File: src/rtl/pc_fetch_pkg.sv
// Shared types for the PC fetch controller: FSM states and redirect-source priority.
package pc_fetch_pkg;

    typedef enum logic [1:0] {
        BOOT  = 2'd0,
        FETCH = 2'd1,
        STALL = 2'd2
    } fetch_state_e;

    // Encoded so that a larger value means a higher-priority redirect.
    typedef enum logic [1:0] {
        NONE   = 2'd0,
        BRANCH = 2'd1,
        JUMP   = 2'd2,
        TRAP   = 2'd3
    } redir_src_e;

endpackage

File: src/rtl/pc_next_sel.sv
// Combinational next-PC priority mux, target realignment and pending-capture decision.
module pc_next_sel
    import pc_fetch_pkg::*;
#(
    parameter int              XLEN        = 32,
    parameter int              INSTR_BYTES = 4,
    parameter logic [XLEN-1:0] TRAP_VECTOR = XLEN'(32'h0000_0100)
) (
    input  logic [XLEN-1:0] i_pc,
    input  logic            i_trap,
    input  logic            i_jump,
    input  logic            i_branch,
    input  logic            i_zero,
    input  logic [XLEN-1:0] i_target,
    input  redir_src_e      i_pend_src,
    input  logic [XLEN-1:0] i_pend_tgt,
    output logic [XLEN-1:0] o_next_pc,
    output logic [XLEN-1:0] o_sel_pc,
    output redir_src_e      o_live_src,
    output logic [XLEN-1:0] o_live_tgt,
    output logic            o_tgt_misaligned,
    output logic            o_capture
);

    localparam logic [XLEN-1:0] ALIGN_MASK = XLEN'(INSTR_BYTES - 1);

    logic [XLEN-1:0] w_target_al;
    logic            w_target_odd;

    assign w_target_al  = i_target & ~ALIGN_MASK;
    assign w_target_odd = |(i_target & ALIGN_MASK);
    assign o_next_pc    = i_pc + XLEN'(INSTR_BYTES);

    always_comb begin
        o_live_src       = NONE;
        o_live_tgt       = w_target_al;
        o_tgt_misaligned = 1'b0;
        if (i_trap) begin
            o_live_src = TRAP;
            o_live_tgt = TRAP_VECTOR;
        end else if (i_jump) begin
            o_live_src       = JUMP;
            o_tgt_misaligned = w_target_odd;
        end else if (i_branch && i_zero) begin
            o_live_src       = BRANCH;
            o_tgt_misaligned = w_target_odd;
        end
    end

    always_comb begin
        o_sel_pc = o_next_pc;
        if (o_live_src != NONE)
            o_sel_pc = o_live_tgt;
        else if (i_pend_src != NONE)
            o_sel_pc = i_pend_tgt;
    end

    // Equal priority overwrites so the most recent redirect of a class wins.
    assign o_capture = (o_live_src != NONE) && (o_live_src >= i_pend_src);

endmodule

File: src/rtl/pc_fetch_ctrl.sv
// PC fetch controller: BOOT/FETCH/STALL FSM, PC register, pending redirect and fetch counter.
module pc_fetch_ctrl
    import pc_fetch_pkg::*;
#(
    parameter int              XLEN         = 32,
    parameter int              INSTR_BYTES  = 4,
    parameter logic [XLEN-1:0] RESET_VECTOR = XLEN'(32'h0000_0000),
    parameter logic [XLEN-1:0] TRAP_VECTOR  = XLEN'(32'h0000_0100),
    parameter int              CNT_W        = 16
) (
    input  logic             i_clk,
    input  logic             i_reset,
    input  logic             i_stall,
    input  logic             i_branch,
    input  logic             i_zero,
    input  logic             i_jump,
    input  logic             i_trap,
    input  logic [XLEN-1:0]  i_target,
    input  logic             i_imem_ready,
    output logic             o_imem_req,
    output logic [XLEN-1:0]  o_imem_addr,
    output logic [XLEN-1:0]  o_pc,
    output logic [XLEN-1:0]  o_next_pc,
    output logic             o_redirect_pending,
    output logic             o_misaligned,
    output logic [CNT_W-1:0] o_fetch_cnt
);

    localparam logic [CNT_W-1:0] CNT_MAX = '1;

    fetch_state_e     r_state, w_state_nxt;
    logic [XLEN-1:0]  r_pc;
    redir_src_e       r_pend_src;
    logic [XLEN-1:0]  r_pend_tgt;
    logic             r_misaligned;
    logic [CNT_W-1:0] r_fetch_cnt;

    logic             w_imem_req;
    logic             w_accept;
    logic [XLEN-1:0]  w_next_pc;
    logic [XLEN-1:0]  w_sel_pc;
    redir_src_e       w_live_src;
    logic [XLEN-1:0]  w_live_tgt;
    logic             w_tgt_misaligned;
    logic             w_capture;

    pc_next_sel #(
        .XLEN        (XLEN),
        .INSTR_BYTES (INSTR_BYTES),
        .TRAP_VECTOR (TRAP_VECTOR)
    ) u_next_sel (
        .i_pc             (r_pc),
        .i_trap           (i_trap),
        .i_jump           (i_jump),
        .i_branch         (i_branch),
        .i_zero           (i_zero),
        .i_target         (i_target),
        .i_pend_src       (r_pend_src),
        .i_pend_tgt       (r_pend_tgt),
        .o_next_pc        (w_next_pc),
        .o_sel_pc         (w_sel_pc),
        .o_live_src       (w_live_src),
        .o_live_tgt       (w_live_tgt),
        .o_tgt_misaligned (w_tgt_misaligned),
        .o_capture        (w_capture)
    );

    always_comb begin
        w_state_nxt = r_state;
        w_imem_req  = 1'b0;
        case (r_state)
            BOOT:    w_state_nxt = FETCH;
            FETCH: begin
                w_imem_req = 1'b1;
                // Stall only takes effect once the outstanding request is accepted.
                if (i_imem_ready)
                    w_state_nxt = i_stall ? STALL : FETCH;
            end
            STALL:   if (!i_stall) w_state_nxt = FETCH;
            default: w_state_nxt = BOOT;
        endcase
    end

    assign w_accept = w_imem_req && i_imem_ready;

    always_ff @(posedge i_clk) begin
        if (i_reset) begin
            r_state      <= BOOT;
            r_pc         <= RESET_VECTOR;
            r_pend_src   <= NONE;
            r_pend_tgt   <= '0;
            r_misaligned <= 1'b0;
            r_fetch_cnt  <= '0;
        end else begin
            r_state      <= w_state_nxt;
            r_misaligned <= 1'b0;
            if (w_accept) begin
                r_pc         <= w_sel_pc;
                r_pend_src   <= NONE;
                r_misaligned <= w_tgt_misaligned;
                if (r_fetch_cnt != CNT_MAX)
                    r_fetch_cnt <= r_fetch_cnt + CNT_W'(1);
            end else if (r_state == FETCH) begin
                // Address must stay stable while waiting, so redirects are parked.
                if (w_capture) begin
                    r_pend_src   <= w_live_src;
                    r_pend_tgt   <= w_live_tgt;
                    r_misaligned <= w_tgt_misaligned;
                end
            end else if (r_state == STALL) begin
                if (w_live_src != NONE || r_pend_src != NONE)
                    r_pc <= w_sel_pc;
                r_pend_src   <= NONE;
                r_misaligned <= w_tgt_misaligned;
            end
        end
    end

    assign o_imem_req         = w_imem_req;
    assign o_imem_addr        = r_pc;
    assign o_pc               = r_pc;
    assign o_next_pc          = w_next_pc;
    assign o_redirect_pending = (r_pend_src != NONE);
    assign o_misaligned       = r_misaligned;
    assign o_fetch_cnt        = r_fetch_cnt;

endmodule

File: config.mk
export PLATFORM = sky130hd
export DESIGN_NAME = pc_fetch_ctrl
export DESIGN_NICKNAME = d
export VERILOG_FILES = /design/src/rtl/pc_fetch_pkg.sv /design/src/rtl/pc_next_sel.sv /design/src/rtl/pc_fetch_ctrl.sv
export SDC_FILE = /design/constraint.sdc
export NUM_CORES = 1
export LEC_CHECK = 0
export CORE_ASPECT_RATIO = 0.6
export CORE_MARGIN = 2
export CORE_UTILIZATION = 53
export CTS_CLUSTER_SIZE = 25
export DETAILED_ROUTE_END_ITERATION = 12
export GPL_ROUTABILITY_DRIVEN = 0
export PLACE_DENSITY_LB_ADDON = 0.25
export SYNTH_ARGS = -nofsm -noshare
export SYNTH_HDL_FRONTEND = slang
export SYNTH_HIERARCHICAL = 1
export SYNTH_SLANG_ARGS = --single-unit
File: constraint.sdc
create_clock -name i_clk -period 3.8 [get_ports i_clk]
set_clock_uncertainty 0.1 [all_clocks]
set_input_delay 0.95 -clock i_clk [delete_from_list [all_inputs] [get_ports i_clk]]
set_output_delay 0.95 -clock i_clk [all_outputs]
set_load 0.01 [all_outputs]
# After elaboration in Yosys (flattened, before gate mapping)
# Index checks and enable logic that the tools add are counted.
dict set report totals {
  regBits 85
  input_bits 40
  output_inout_bits 115
}
dict set report classes {
  add_sub_neg 2
  n_lt_le_gt_ge 1
  eq_ne 7
  muxes 25
  n_bitwise 1
  reduce_logical 17
}
# operator count
set op_table {}
lappend op_table {{$mux 32} 7}
lappend op_table {{$add 32x3->32 const B} 1}
lappend op_table {{$add 16x1->16 const B} 1}
lappend op_table {{$mux 2} 8}
lappend op_table {{$ne 16x16->1 const B} 1}
lappend op_table {{$reduce_bool 2->1} 5}
lappend op_table {{$mux 1} 9}
lappend op_table {{$ne 2x2->1 const B} 3}
lappend op_table {{$pmux 2 s3} 1}
lappend op_table {{$reduce_and 2->1} 3}
lappend op_table {{$reduce_and 3->1} 2}
lappend op_table {{$reduce_or 2->1} 2}
lappend op_table {{$logic_and 1x1->1} 3}
lappend op_table {{$eq 2x1->1 const B} 1}
lappend op_table {{$eq 2x2->1 const B} 1}
lappend op_table {{$ge 2x2->1} 1}
lappend op_table {{$logic_not 2->1} 1}
lappend op_table {{$ne 2x1->1 const B} 1}
lappend op_table {{$logic_or 1x1->1} 1}
lappend op_table {{$not 1->1} 1}

# Logic depth before layout (Yosys ltp)
# Gate-level depths: netlist (run 1).
dict set report logic_depth {
  depth_word 10
  depth_mapped 12
  mapped_depth_nobuf 11
}

# Cells and area by module
# Netlist (run 1), hierarchy kept.
# mod n_inst cells_each area_per_inst_um2
set modules_own_cells {}
lappend modules_own_cells {pc_fetch_ctrl 1 445 3608.5}
lappend modules_own_cells {pc_next_sel 1 307 1816.7}

# Least setup slack after synthesis (run 1)
# OpenSTA, ideal clock, no wires.
dict set report synth_path {
  path_type {input -> register}
  from {input port i_trap}
  to {register r_pend_tgt[20]}
  t_arrival_ns 2.655
  t_required_ns 3.630
  path_slack_ns 0.975
  path_stages 10
  cell_sequence {clkbuf_1 -> or2_2 -> ha_1 -> a21oi_1 -> nor2_1 -> and3b_2 -> clkbuf_1 -> buf_2 -> nand2_1 -> a21oi_1}
}
dict set report synth_between {
  elab_chain_cells 4
}
# element line
set synth_rtl {}
lappend synth_rtl {{from (decl)} pc_fetch_ctrl.sv:17} ;# input logic i_trap,
lappend synth_rtl {{$mux 2 (*)} pc_next_sel.sv:38} ;# if (i_trap) begin
lappend synth_rtl {{named net w_live_src[1]} pc_fetch_ctrl.sv:42} ;# redir_src_e w_live_src;
lappend synth_rtl {{$ge 2x2->1 or $reduce_bool 2->1 (tied branches)} pc_next_sel.sv:59} ;# assign o_capture = (o_live_src != NONE) && (o_live_src >= i_pend_src);
lappend synth_rtl {{$logic_and 1x1->1 (*)} pc_next_sel.sv:59}
lappend synth_rtl {{named net w_capture} pc_fetch_ctrl.sv:45} ;# logic w_capture;
lappend synth_rtl {{$reduce_and 3->1 (no source line) (*)} -}
lappend synth_rtl {{to (signal assigned)} pc_fetch_ctrl.sv:107} ;# r_pend_tgt <= w_live_tgt;
lappend synth_rtl {{to (decl)} pc_fetch_ctrl.sv:34} ;# logic [XLEN-1:0] r_pend_tgt;
# The timed path passes the listed nets; every way through them passes the cells marked *.
# A chain may end at the register's enable or synchronous reset.

# Worst setup path after layout (run 1)
dict set report layout_path {
  from {register r_pc[4], in the netlist o_imem_addr[4]}
  to {output port o_next_pc[25]}
}
dict set report layout_between {
  elab_chain_cells 1
}
# element line
set layout_rtl {}
lappend layout_rtl {{from (decl)} pc_fetch_ctrl.sv:32} ;# logic [XLEN-1:0] r_pc;
lappend layout_rtl {{from (signal assigned)} pc_fetch_ctrl.sv:98} ;# r_pc <= w_sel_pc;
lappend layout_rtl {{from (signal assigned)} pc_fetch_ctrl.sv:112} ;# r_pc <= w_sel_pc;
lappend layout_rtl {{$add 32x3->32} pc_next_sel.sv:32} ;# assign o_next_pc = i_pc + XLEN'(INSTR_BYTES);
lappend layout_rtl {{to (decl)} pc_fetch_ctrl.sv:23} ;# output logic [XLEN-1:0] o_next_pc,
# Every way passes these cells.

==> results.txt, run 1 <==
die width - 135 um
DP HPWL - 11300 um
CTS Sinks - 85
antenna violations before repair - 0
TritonCTS buffer count - 9
Flop pwr share - 43.6%
total wire length - 16700 um
Gate power share - 18.1%
sequential area share after synthesis - 31.4%
num rows - 28
sw frac - 28.1%
number of synthesized register bits - 85
ANT cells - 0
first-pass GRT wire length - 26500 um
ANT nets after route - 0
drt pass-1 iters - 7
I/O pins - 155
CP max FO - 11
total grt overflow - 0
pins over their slew limit - 0
Clk pwr share - 38.3%
Max clock buf depth - 2
largest net degree at the start of global routing - 54
Worst-Margin Slew - 0.787 ns
Post-synth EDFFs - 0
Syn Std Cell Area - 5430 sq um
Hold WC Path Type - flop to flop
Post-CTS Hold Buffers - 0
Ys Warns - 6
Static Leak - 2.50 nW
Fin Setup TNS - 0 ns
core footprint - 9910 sq um
Area Growth Syn to Fin - 29.4%
final hold violation count - 0
most frequent cells in the layout - 185 x nand2_1, 152 x clkdlybuf4s50_1, 95 x a21oi_1, 82 x dfxtp_1, 43 x nor2_1
# DRC - 0
final worst setup slack - 0.126 ns
vias in the first global route - 5304
synth unique cells - 62
syn avg cell area - 7.21 sq um
Required @ worst endpoint - 2.75 ns
ys flop type - dfxtp_1
starting DRC count in detailed routing - 719
max_slew headroom - 47.5%
Initial Util - 54.7%
run status - finished clean
Mapped Cells - 752
RSZ-0062 raised after global routing - no
Min-Delay Endpoint - r_pend_tgt[11]
GRT Total Usage - 30.1%
Psw - 0.611 mW
TritonCTS clock tree - yes
fin nets - 895
PwrDens - 310 nW/um^2
Post-Place Worst Slack - 0.441 ns
crit path launch type - flop
Die Span Y - 82.4 um
share of synthesized registers carrying an async set or reset - 0%
share of cells above drive strength 1 - 8.06%
Max Clock Freq - 272 MHz
Root Driver - clkbuf_16
final setup fails - 0
Die Footprint - 11100 sq um
WHS Path Cells - 2
Clk Latency, worst-skew pair - 0.34 ns
r2r worst-path depth - 8
maximum VDD drop - 0.280 mV
R2R Path Start - o_imem_addr[4]
Via-to-Cell Ratio - 5.84
maxcap violations - 0
Setup CP Type - flop to primary output
fin crit share - 96.7%
most common cell after layout, fill and taps aside - nand2_1
fin crit period - 3.67 ns
CP endpoint kind - primary output
CTS H-tree depth - 3
PortBufs - 154
CP Data Arrival Time - 2.62 ns
DR vias - 5792
WL/cell - 16.8 um
Min-Delay Startpoint - r_pend_tgt[11]
R2R Path End - o_imem_addr[25]
clk slew on worst S/H paths - 0.06 ns
P_int - 1.57 mW
r2r setup slk - 1.59 ns
[per-stage QoR]
stage / hold slack [ns] / area, sq um / util, % / total power [mW] / cells
final: 0.352 / 7020 / 70.8 / 2.18 / 991
after global routing: 0.377 / 7020 / 70.8 / 2.25 / 991
after CTS: 0.351 / 7000 / 70.6 / 2.17 / 991
after detailed placement: 0.342 / 6720 / 67.8 / 1.35 / 975
after global placement: 0.339 / 6720 / 67.8 / 1.34 / 975
after floorplan: 0.331 / 5430 / - / 1.20 / 753
[metal layers]
metal	global-route usage [%]	wire length [um]	vias up
li1	-	-	2723
met1	41.7	7330	2716
met2	47.6	7510	327
met3	6.53	1620	26
met4	8.84	205	0
met5	0	0	-
[layout make-up]
| type | count | area [sq um] |
|---|---|---|
| Clock buffer | 15 | 268 |
| Clock inverter | 1 | 5.00 |
| Fill cell | 797 | 2890 |
| Inverter | 11 | 41.3 |
| Multi-Input combinational cell | 574 | 3180 |
| Sequential cell | 85 | 1710 |
| Tap cell | 135 | 169 |
| Timing Repair Buffer | 170 | 1650 |
[critical path, cell delays in order (launching register included)]
cell	delay, ns
dfxtp_1	0.50
nand3_2	0.24
nor4_2	0.29
buf_4	0.25
nand3_1	0.11
xnor2_1	0.29
clkdlybuf4s50_1	0.60
[synthesized netlist by cell type, drive strengths merged (10+ instances only)]
cell type | n | share of area (%)
nand3 | 30 | 3.0
or3 | 10 | 1.2
dfxtp | 85 | 31
nor2 | 45 | 3.2
xnor2 | 17 | 2.7
a21oi | 96 | 8.9
buf | 48 | 6.7
inv | 11 | 0.76
nand4 | 14 | 2.3
nor2b | 33 | 3.8
nor3 | 13 | 1.3
clkbuf | 35 | 3.2
o21ai | 21 | 1.9
nand2 | 185 | 13
[power groups by stage]
stage | Sequential, mW | Clock [mW] | Combinational, mW
after floorplan | 0.963 | 0 | 0.234
after global routing | 0.952 | 0.868 | 0.427
final | 0.948 | 0.834 | 0.394
after CTS | 0.947 | 0.839 | 0.386
after detailed placement | 0.966 | 0 | 0.383
after global placement | 0.964 | 0 | 0.376
[flip-flops by register name, summed over array words and instances, names as in the netlist]
register      cells
o_imem_addr      32
r_pend_tgt       32
o_fetch_cnt      16
r_pend_src        2
r_state           2
o_misaligned      1
[timing repair]
| item | 4_1_cts | 5_1_grt |
|---|---|---|
| buffers inserted | 0 | 0 |
| endpoints found under the setup margin | 0 | 12 |
| gates resized for setup | 0 | 7 |
[worst max-delay path by stage]
stage,depth (start not counted),start,slack (ns),end
floorplan,10,i_trap,0.97,r_pend_tgt[20]
global placement,6,o_imem_addr[4],0.44,o_next_pc[25]
detailed placement,7,o_imem_addr[2],0.44,o_next_pc[30]
CTS,6,o_imem_addr[4],0.02,o_next_pc[25]
global route,6,o_imem_addr[4],0.02,o_next_pc[25]
finish,6,o_imem_addr[4],0.13,o_next_pc[25]
[cells by family after synthesis]
family	synth area share, %
AOI/OAI and AO/OA	16.4
xor gates and xnor gates	4.34
adders and majority gates	0.923
buffers and inverters	10.6
DFF	31.4
muxes	1.36
other	0.0691
and+or+nand+nor	34.9
No activity file was read; power rests on OpenSTA's default activity.
==> run 2, diff against run 1 <==
--- a/config.mk
+++ b/config.mk
@@ -11,6 +11,7 @@
 export CTS_CLUSTER_SIZE = 25
 export DETAILED_ROUTE_END_ITERATION = 12
 export GPL_ROUTABILITY_DRIVEN = 0
+export GPL_TIMING_DRIVEN = 0
 export PLACE_DENSITY_LB_ADDON = 0.25
 export SYNTH_ARGS = -nofsm -noshare
 export SYNTH_HDL_FRONTEND = slang
==> run 2 against run 1 <==
Setup slack lost 0.038 ns. Sequential cell count unchanged. Combinational power rose by 14%. Count of clock-buffer cells in the layout decreased by 6. Cell area is 6.5% higher. Global-route usage grew 3.2 points. Largest power group unchanged. Highest routed layer unchanged.
==> results.txt, run 2 (synthesis gave the netlist of run 1 again) <==
Hold Slack - 0.359 ns
TritonCTS clock tree - yes
fin nets - 962
crit-path cells - nand4_1 > buf_4 > nor4_4 > buf_4 > nand4b_1 > xnor2_1 > clkdlybuf4s50_1
vias in the first global route - 5952
Die Footprint - 11100 sq um
# DRC - 0
CTS Sinks - 85
Top cell by count, worst path - buf_4
Post-Place Worst Slack - 0.187 ns
largest net degree at the start of global routing - 16
Setup CP Type - flop to primary output
final setup fails - 0
Static Leak - 2.77 nW
drt pass-1 iters - 6
DP HPWL - 13700 um
Die Span Y - 82.4 um
crit path to - o_next_pc[31]
I/O pins - 155
maxcap violations - 0
final worst setup slack - 0.0880 ns
fin crit share - 97.7%
Worst-Margin Slew - 0.837 ns
num rows - 28
TritonCTS buffer count - 9
origin of the worst setup path - o_imem_addr[5]
CP Data Arrival Time - 2.66 ns
ANT cells - 0
CTS H-tree depth - 3
most frequent cells in the layout - 185 x nand2_1, 152 x clkdlybuf4s50_1, 96 x a21oi_1, 78 x dfxtp_1, 43 x nor2_1
Crit path depth - 7
WP buf/inv - 3
final hold violation count - 0
Max Clock Freq - 269 MHz
register area - 1710 sq um
PortBufs - 152
Max clock buf depth - 2
Crit path max-delay family - buffers and inverters
R2R Path End - o_imem_addr[13]
pins over their slew limit - 0
worst stage delay on the critical path - 0.60 ns
Via-to-Cell Ratio - 6.07
r2r worst-path depth - 8
RSZ-0062 raised after global routing - no
Hold WC Path Type - flop to flop
slowest stage cell, crit path - clkdlybuf4s50_1
share of cells above drive strength 1 - 12.1%
Fin Setup TNS - 0 ns
clk slew on worst S/H paths - 0.07 ns
R2R Path Start - r_pend_src[0]
Area Growth Syn to Fin - 37.8%
CP endpoint kind - primary output
most common cell after layout, fill and taps aside - nand2_1
die width - 135 um
r2r setup slk - 1.21 ns
PwrDens - 298 nW/um^2
ANT nets after route - 0
WL/cell - 17.8 um
Root Driver - clkbuf_16
Required @ worst endpoint - 2.75 ns
antenna violations before repair - 0
run status - finished clean
first-pass GRT wire length - 29100 um
crit path launch type - flop
# fillers - 749
Initial Util - 54.7%
total grt overflow - 0
Multi-input gate area - 3200 sq um
fin crit period - 3.71 ns
DR vias - 6419
max_slew headroom - 44.2%
core footprint - 9910 sq um
maximum VDD drop - 0.276 mV
Clk Latency, worst-skew pair - 0.34 ns
CP max FO - 10
total wire length - 18800 um
starting DRC count in detailed routing - 796
GRT Total Usage - 33.3%
run 2: repair_timing:
item	in CTS	in global routing
setup endpoints to repair	14	12
setup buffers	1	1
hold buffers	0	0
pin swaps	1	3
gates resized for setup	3	11
run 2: power breakdown:
group          switching [mW]  internal [mW]  leakage, nW
combinational           0.254          0.194         1.95
clock                   0.386          0.444        0.120
sequential             0.0316          0.915        0.691
total                   0.672           1.55         2.77
run 2: metrics by stage:
step           power, mW  util, %  cells  area (sq um)
2_1_floorplan       1.20        -    753          5430
4_1_cts             2.21     74.9   1057          7430
5_1_grt             2.30     75.4   1058          7480
3_3_place_gp        1.38     71.8   1040          7120
6_report            2.23     75.4   1058          7480
3_5_place_dp        1.39     71.8   1040          7120
run 2: worst min path at each step:
stage,cells after the start,start,end,slack [ns]
6_report,2,r_pend_tgt[6],r_pend_tgt[6],0.36
5_1_grt,2,r_pend_tgt[22],r_pend_tgt[22],0.38
4_1_cts,2,r_pend_tgt[11],r_pend_tgt[11],0.36
3_5_place_dp,2,r_pend_tgt[11],r_pend_tgt[11],0.35
3_3_place_gp,2,r_pend_tgt[11],r_pend_tgt[11],0.34
2_1_floorplan,2,r_pend_tgt[11],r_pend_tgt[11],0.33
run 2: layer usage:
metal | vias to the layer above | global-route usage (%) | routed length (um)
met1 | 2972 | 43.0 | 7340
li1 | 2863 | - | -
met4 | 0 | 15.9 | 710
met3 | 90 | 8.91 | 2590
met2 | 494 | 52.6 | 8140
met5 | - | 0 | 0
run 2: area by class of cell:
| class | instances | share of cell area, % |
|---|---|---|
| Buffer | 83 | 7.15 |
| Clock buffer | 9 | 3.01 |
| Clock inverter | 7 | 0.686 |
| Inverter | 11 | 0.552 |
| Multi-Input combinational cell | 574 | 42.8 |
| Sequential cell | 85 | 22.9 |
| Tap cell | 135 | 2.26 |
| Timing Repair Buffer | 154 | 20.7 |
run 2: worst reg2reg max path, cell delays in order, from the launching register on:
cell and delay, ns:
dfxtp_1 0.47, or2_2 0.16, clkbuf_1 0.31, clkbuf_1 0.43, buf_2 0.43, o211ai_1 0.16, a21oi_1 0.22, nand2_1 0.08
a21oi_1 0.16
==> run 3, diff against run 2 <==
--- a/config.mk
+++ b/config.mk
@@ -5,6 +5,7 @@
 export SDC_FILE = /design/constraint.sdc
 export NUM_CORES = 1
 export LEC_CHECK = 0
+export ABC_AREA = 1
 export CORE_ASPECT_RATIO = 0.6
 export CORE_MARGIN = 2
 export CORE_UTILIZATION = 53
==> run 3 against run 2 <==
Setup slack better by 0.13 ns. Sequential share of layout area is 0.77 points lower. Global-route usage is 0.66 points lower.
==> results.txt, run 3 <==
Synth area leader - dfxtp_1
R2R Path End - o_imem_addr[28]
Min-Delay Endpoint - r_state[0]
Worst-Margin Slew - 0.639 ns
WHS Path Cells - 1
maximum VDD drop - 0.251 mV
pins over their slew limit - 0
crit path launch type - flop
register area - 1700 sq um
Hold WC Path Type - flop to flop
slowest stage cell, crit path - clkdlybuf4s50_1
post-CTS sizing - 0
drt pass-1 iters - 5
Setup Buffers After CTS - 0
non-filler cells in the finished layout - 1250
Initial Util - 53.8%
ANT nets after route - 0
Area Growth Syn to Fin - 37.0%
clk slew on worst S/H paths - 0.06 ns
Syn Std Cell Area - 5620 sq um
Root Driver - clkbuf_16
total power - 2.77 mW
fin crit share - 94.3%
final setup fails - 0
top cell type's share of synthesized area - 30.3%
die width - 137 um
most common cell after layout, fill and taps aside - nor2_1
num rows - 29
syn avg cell area - 5.98 sq um
share of cells above drive strength 1 - 9.90%
total grt overflow - 0
R2R Path Start - o_imem_addr[2]
Max Clock Freq - 279 MHz
first-pass GRT wire length - 29400 um
Max clock buf depth - 2
Placed Instances - 1234
Top cell by count, worst path - nand2_1
Fin Setup TNS - 0 ns
sequential area share after synthesis - 30.3%
Setup CP Type - flop to primary output
I/O pins - 155
Post-synth top cells - 278 x nor2_1, 193 x nand2_1, 85 x dfxtp_1
Static Leak - 3.49 nW
DP HPWL - 13800 um
number of synthesized register bits - 85
Mapped Cells - 940
share of synthesized registers carrying an async set or reset - 0%
Die Footprint - 11500 sq um
r2r worst-path depth - 12
largest net degree at the start of global routing - 15
most frequent cell after synthesis - nor2_1
TritonCTS buffer count - 9
WL/cell - 14.8 um
# DRC - 0
CTS H-tree depth - 3
crit-path cells - ha_1 > nand2_1 > nor2_4 > nand2_2 > nor2_2 > nand3_1 > nand2_1 > clkdlybuf4s50_1
Via-to-Cell Ratio - 5.30
fin crit period - 3.58 ns
starting DRC count in detailed routing - 748
run status - finished clean
total wire length - 18500 um
final cell utilization of the core - 73.7%
Min-Delay Startpoint - r_state[0]
vias in the first global route - 6046
r2r setup slk - 1.70 ns
max_slew headroom - 57.4%
Clk Latency, worst-skew pair - 0.34 ns
Multi-input gate area - 3150 sq um
most frequent cells in the layout - 278 x nor2_1, 193 x nand2_1, 154 x clkdlybuf4s50_1, 85 x dfxtp_1, 84 x inv_1
Required @ worst endpoint - 2.75 ns
CP Data Arrival Time - 2.53 ns
ys flop type - dfxtp_1
ANT cells - 0
core footprint - 10500 sq um
final hold violation count - 0
worst stage delay on the critical path - 0.55 ns
CP endpoint kind - primary output
synth unique cells - 41
CTS Sinks - 85
CP max FO - 6
main area contributors after synthesis - dfxtp_1 30%, nor2_1 19%, nand2_1 13%
Routed met3 length - 2600 um
RSZ-0062 raised after global routing - no
fin nets - 1150
PortBufs - 154
DR vias - 6626
Metal-1 WL - 8070 um
Post-synth EDFFs - 0
DR top layer - met4
# fillers - 890
Post-CTS Hold Buffers - 0
GRT Total Usage - 32.7%
maxcap violations - 0
TritonCTS clock tree - yes
Die Span Y - 83.8 um
antenna violations before repair - 0
Ys Warns - 6
PwrDens - 360 nW/um^2
met2 wire length - 7520 um
run 3: cell count changes in the layout (fill, tap and decap cells not counted), moves of 13 or more:
cell      before  now
nor2b_1       33    0
nand3_1       27   40
o21ai_1        5   27
clkbuf_1      31   16
o21ai_0       16   67
inv_1         11   84
nor2_1        43  278
a21oi_1       96   17
run 3: critical path, delay by kind of cell (launching register included):
kind	cells	cell delay (ns)
adders and majority gates	1	0.26
buffers and inverters	1	0.55
DFF	1	0.44
and+or+nand+nor	6	0.92
run 3: routing by layer:
layer | vias to the layer above | global-route usage [%]
met5 | - | 0
met4 | 0 | 9.84
met3 | 34 | 8.32
met2 | 459 | 46.5
met1 | 2918 | 48.1
li1 | 3215 | -
run 3: stage by stage:
| stage | area [sq um] | setup WS [ns] | hold WS [ns] |
|---|---|---|---|
| after CTS | 7700 | 0.256 | 0.376 |
| final | 7700 | 0.216 | 0.377 |
| after global placement | 7340 | 0.173 | 0.363 |
| after global routing | 7700 | 0.104 | 0.404 |
| after detailed placement | 7340 | 0.116 | 0.366 |
| after floorplan | 5620 | 1.23 | 0.336 |
run 3: worst max path at each step:
stage                   startpoint              to  cells after the start
global placement            i_trap  r_pend_tgt[20]                     12
detailed placement          i_trap  r_pend_tgt[26]                     12
finish              o_imem_addr[2]   o_next_pc[26]                      8
floorplan                   i_trap  r_pend_tgt[13]                     11
global route        o_imem_addr[2]   o_next_pc[26]                      8
CTS                 o_imem_addr[2]   o_next_pc[26]                      8
run 3: cells by family (layout without fill, tap and decap cells):
group / count (synthesis) / after routing / synth area share, %
and+or+nand+nor: 556 / 556 / 41.8
buffers and inverters: 161 / 331 / 13.8
AOI/OAI and AO/OA: 124 / 124 / 11.6
DFF: 85 / 85 / 30.3
xor gates and xnor gates: 9 / 9 / 1.54
adders and majority gates: 4 / 4 / 0.891
other: 1 / 2 / 0.0667
run 3: layout make-up:
| cell class | instances | share of cell area, % |
|---|---|---|
| buffer | 71 | 5.64 |
| clock buffer | 11 | 3.28 |
| clock inverter | 5 | 1.38 |
| inverter | 90 | 4.42 |
| multi-input combinational | 695 | 40.9 |
| sequential | 85 | 22.1 |
| tap | 139 | 2.26 |
| timing repair buffer | 154 | 20.0 |
run 3: where the power goes:
group | total (mW) | switching, mW | internal, mW | leakage, nW
Clock | 1.05 | 0.370 | 0.680 | 0.172
Combinational | 0.697 | 0.361 | 0.336 | 2.62
Sequential | 1.02 | 0.0742 | 0.950 | 0.695
